**config.mk**
```make
export PLATFORM = sky130hd
export DESIGN_NAME = addsub_acc_pipe
export DESIGN_NICKNAME = d
export VERILOG_FILES = /design/src/rtl/addsub_acc_pipe.sv
export SDC_FILE = /design/constraint.sdc
export NUM_CORES = 1
export LEC_CHECK = 0
export BUFFER_PORTS_ARGS = -buffer_cell sky130_fd_sc_hd__buf_2
export CELL_PAD_IN_SITES_DETAIL_PLACEMENT = 1
export CELL_PAD_IN_SITES_GLOBAL_PLACEMENT = 1
export CORE_MARGIN = 3
export CORE_UTILIZATION = 40
export DETAILED_ROUTE_END_ITERATION = 7
export GPL_ROUTABILITY_DRIVEN = 0
export GPL_TIMING_DRIVEN = 0
export PLACE_DENSITY = 0.73
export SYNTH_ARGS = -nofsm -noshare
export SYNTH_HDL_FRONTEND = slang
export SYNTH_SLANG_ARGS = --single-unit
```
**constraint.sdc**
```tcl
create_clock -name clk -period 3.6 [get_ports clk]
set_input_delay 0.72 -clock clk [delete_from_list [all_inputs] [get_ports clk]]
set_output_delay 0.72 -clock clk [all_outputs]
set_load 0.01 [all_outputs]
```
**src/rtl/addsub_acc_pipe.sv**
```systemverilog
// rtl/addsub_acc_pipe.sv - pipelined add/sub/accumulate unit with valid/ready handshake
//
// Purpose: accepts one arithmetic request per cycle (add, sub, accumulate,
// clear accumulator) and returns its result LAT cycles later, in order.
// Parameters: W   operand/result width
//             LAT number of registered pipeline stages (1..8)
//             SAT 0 = wrap-around, 1 = unsigned saturation
// Ports:
//   clk, rst_n          clock, asynchronous active-low reset
//   in_valid, in_ready  request handshake (in_ready is combinational)
//   op, a, b            operation code and unsigned operands
//   out_valid, out_ready result handshake
//   y, ovf              result and carry/borrow flag (registered)
module addsub_acc_pipe #(
  parameter int W   = 16,
  parameter int LAT = 2,
  parameter int SAT = 0
) (
  input  logic         clk,
  input  logic         rst_n,
  input  logic         in_valid,
  output logic         in_ready,
  input  logic [1:0]   op,
  input  logic [W-1:0] a,
  input  logic [W-1:0] b,
  output logic         out_valid,
  input  logic         out_ready,
  output logic [W-1:0] y,
  output logic         ovf
);

  localparam bit SAT_EN = (SAT != 0);

  localparam logic [1:0] OP_ADD = 2'b00;
  localparam logic [1:0] OP_SUB = 2'b01;
  localparam logic [1:0] OP_ACC = 2'b10;
  localparam logic [1:0] OP_CLR = 2'b11;

  logic [W-1:0] acc;
  logic [W-1:0] acc_nxt;
  logic [W:0]   sum_ab;
  logic [W:0]   sum_acc;
  logic [W-1:0] diff;
  logic [W-1:0] res_y;
  logic         res_o;
  logic         accept;

  logic [LAT-1:0] vld_q;
  logic [W-1:0]   y_q [LAT];
  logic [LAT-1:0] o_q;

  // The whole pipeline freezes only when the last stage holds a result the
  // consumer has not taken; bubbles in earlier stages never cause a stall.
  assign in_ready = !(out_valid && !out_ready);
  assign accept   = in_valid && in_ready;

  assign sum_ab  = {1'b0, a} + {1'b0, b};
  assign sum_acc = {1'b0, acc} + {1'b0, a};
  assign diff    = a - b;

  always_comb begin
    res_y   = '0;
    res_o   = 1'b0;
    acc_nxt = acc;
    case (op)
      OP_ADD: begin
        res_o = sum_ab[W];
        res_y = (SAT_EN && res_o) ? '1 : sum_ab[W-1:0];
      end
      OP_SUB: begin
        res_o = (b > a);
        res_y = (SAT_EN && res_o) ? '0 : diff;
      end
      OP_ACC: begin
        res_o   = sum_acc[W];
        res_y   = (SAT_EN && res_o) ? '1 : sum_acc[W-1:0];
        acc_nxt = res_y;
      end
      OP_CLR: begin
        acc_nxt = '0;
      end
      default: begin
        res_y = '0;
      end
    endcase
  end

  // Accumulator updates at accept time so back-to-back accumulates chain
  // without waiting for the previous result to leave the pipeline.
  always_ff @(posedge clk or negedge rst_n) begin
    if (!rst_n) begin
      acc <= '0;
    end else if (accept && op[1]) begin
      acc <= acc_nxt;
    end
  end

  always_ff @(posedge clk or negedge rst_n) begin
    if (!rst_n) begin
      vld_q <= '0;
      o_q   <= '0;
      for (int i = 0; i < LAT; i++) begin
        y_q[i] <= '0;
      end
    end else if (in_ready) begin
      vld_q[0] <= accept;
      y_q[0]   <= res_y;
      o_q[0]   <= res_o;
      for (int i = 1; i < LAT; i++) begin
        vld_q[i] <= vld_q[i-1];
        y_q[i]   <= y_q[i-1];
        o_q[i]   <= o_q[i-1];
      end
    end
  end

  assign out_valid = vld_q[LAT-1];
  assign y         = y_q[LAT-1];
  assign ovf       = o_q[LAT-1];

endmodule

```
==> flow_metrics.tcl <==
set metrics [dict create \
    startpoint_type "input port" \
    viasPerCell 5.60 \
    grt.busiest_layer "met2" \
    crit_fanout 10 \
    ctsHoldBuffers 0 \
    num_rows 38 \
    die_w_um 114 \
    fp.coreArea_um2 11100 \
    synth-edff-count 0 \
    crit_path_frequent_cell "buf_2" \
    cts_setup_buffers 0 \
    wl_per_cell_um 18.0 \
    synth_commonest_cells "nand2_1 (102), dfrtp_1 (52), ha_1 (49)" \
    place_area_um2 5090 \
    async_reset_ff_share_pct 100 \
    worstHoldPathType "reg -> reg" \
    grt_max_degree 53 \
    grt_first_pass_wirelength_um 23000 \
    totalWireLength_um 14000 \
    crit_path_top_delay_cell "clkbuf_1" \
    first_iter_violations 239 \
    clock.fmax_ghz 0.318 \
    ctsRootBufferMaster "clkbuf_16" \
    area_growth_pct 13.7 \
    synth_area_um2 4640 \
    timing.critical_path.slowest_cell_delay_ps 510 \
    yosysWarnings 0 \
    power_leakage_uw 0.00261 \
    initial_core_util_pct 41.9 \
    ir_worst_vdd_v 0.000328 \
    insertion_delay_ps 290 \
    stdcell_area_um2 5270 \
    grt_use_met1_pct 31.3 \
    cts_sinks 52 \
    relSlewSlack_pct 19.7 \
    finClkSkew_ps 4.65 \
    rsz0062_at_grt "no" \
    startpoint "out_ready" \
    ys_seq_elements 52 \
    power_density_nw_per_um2 546 \
    diodes 0 \
    status "finished, final reports clean" \
    port_buffers 56 \
    reg2reg_from "acc[0]$_DFFE_PN0P_" \
    path_delay_family "buffers and inverters" \
    yosysSeqAreaShare_pct 28.1 \
    crit_arrival_ps 2420 \
    drt_pass1_iterations 4 \
    fin_total_pwr_uw 2880 \
    cap_violations 0 \
    cts_tree "yes" \
    whs_ps 469 \
    finalSetupViolCount 0 \
    fin_crit_sh_pct 87.3 \
    period_needed_ps 3140 \
    groute.usage.overall_pct 22.0 \
    ys.flop_type "dfrtp_1" \
    crit_chain "buf_2 > nor2b_1 > clkbuf_1 > inv_1 > buf_2 > buf_1 > buf_2" \
    path_class "in -> out" \
    clk_pin_slew_ps 70 \
    syn_avg_cell_area_um2 8.12 \
    min_from "y[14]$_DFFE_PN0N_" \
    cts_buffers 5 \
    synth_top_area_share_pct 28.1 \
    grt_pass1_vias 4450 \
    drcViolationCount 0 \
    drive_gt1_share_pct 16.5 \
    cts-htree-levels 2 \
    hold_viol 0 \
    grtUsageMet3_pct 2.33 \
    num-nets-final 724 \
    overflow 0 \
    routed-via-count 4342 \
    synthCells 571 \
    grt_antenna_before_repair 0 \
    end_kind "output pin" \
    ios 57 \
    die_height_um 114 \
    synth_top_cell_by_area "dfrtp_1" \
    yosysMostFrequentCell "nand2_1" \
    synth_top_cells_by_area "dfrtp_1 (28%), ha_1 (13%), nand2_1 (8.3%), xnor2_1 (4.5%), a21oi_1 (3.7%)" \
    ctsResizeCount 0 \
    cts_buffer_depth 2 \
    final_util_pct 47.6 \
    syn_nets 661 \
    final_max_slew_viol_count 0 \
    ant_nets 0 \
    gr-usage-met2_pct 36.5 \
    tns_ps 0 \
    dieArea_um2 12900 \
    crit_buf_inv 6 \
    synth_cell_types 69 \
    hpwl_um 11300 \
    worst_pin_slew_ps 1200 \
    critPathRequiredTime_ps 2880 \
]
## state kept, by name (all words and copies together), names as in the netlist
signal / count
y: 16
y_q: 16
o_q: 2
vld_q: 2
acc: 16
## per-layer routing
layer  vias to the layer above  wire length [µm]
met5                         -                 0
met4                         0               188
met3                        16               639
met2                       125              6650
met1                      2068              6500
li1                       2133                 -
## area by class of cell
| type | instances | area, µm² |
|---|---|---|
| fill | 1373 | 5810 |
| multi-input combinational | 441 | 2970 |
| sequential | 52 | 1300 |
| timing repair buffer | 56 | 280 |
| buffer | 41 | 231 |
| tap | 140 | 175 |
| clock buffer | 6 | 139 |
| inverter | 37 | 139 |
| clock inverter | 2 | 38.8 |
## worst reg2reg max path, cell delays in order (launching register included)
cell	delay (ps)
dfrtp_1	410
ha_1	230
fa_1	410
a21o_1	240
a221oi_2	330
o21ai_1	170
o211ai_1	250
a21oi_1	90
a2111oi_0	490
a221o_1	180
## report_power, final
| part | internal (µW) | leakage [µW] | switching [µW] |
|---|---|---|---|
| Clock | 348 | 0.0000871 | 214 |
| Combinational | 612 | 0.00187 | 815 |
| Sequential | 770 | 0.000653 | 118 |
| Total | 1730 | 0.00261 | 1150 |
## stage by stage
stage	setup slack, ps	cells
2_1_floorplan	722	571
3_3_place_gp	410	767
3_5_place_dp	365	767
4_1_cts	462	775
5_1_grt	336	775
6_report	456	775
## layout by cell type (no fill, tap or decap), types with 9 or more instances in the layout
| cell type | n |
|---|---|
| nand2_1 | 102 |
| o21ai_0 | 34 |
| o211ai_1 | 9 |
| buf_4 | 18 |
| dfrtp_1 | 52 |
| xnor2_1 | 24 |
| buf_2 | 64 |
| nor3_1 | 9 |
| a21oi_1 | 34 |
| a21o_1 | 11 |
| clkbuf_1 | 12 |
| ha_1 | 49 |
| nor2_1 | 32 |
| o31ai_1 | 9 |
| nand3_1 | 11 |
| inv_1 | 36 |
## cell families (layout without fill, tap and decap cells)
kind of cell / Yosys count / in the layout / share of synthesized area [%]
and+or+nand+nor: 193 / 193 / 18.5
AOI/OAI and AO/OA: 160 / 160 / 24.0
buffers and inverters: 78 / 142 / 7.99
adders and majority gates: 52 / 52 / 14.5
DFF: 52 / 52 / 28.1
xor gates and xnor gates: 30 / 30 / 5.67
muxes: 6 / 6 / 1.30
## worst paths after layout
check                                 endpoint  slack [ps]  cells past startpoint
setup reg to reg           y_q[26]$_DFFE_PN0N_         750                      9
max in group asynchronous  y_q[27]$_DFFE_PN0N_        2180                      1
hold reg to reg              y[14]$_DFFE_PN0N_         470                      2
hold / removal               y[14]$_DFFE_PN0N_         470                      2
setup / recovery                      in_ready         460                      7
min in group asynchronous     y[4]$_DFFE_PN0N_         670                      1
No activity file was read; power rests on OpenSTA's default activity.
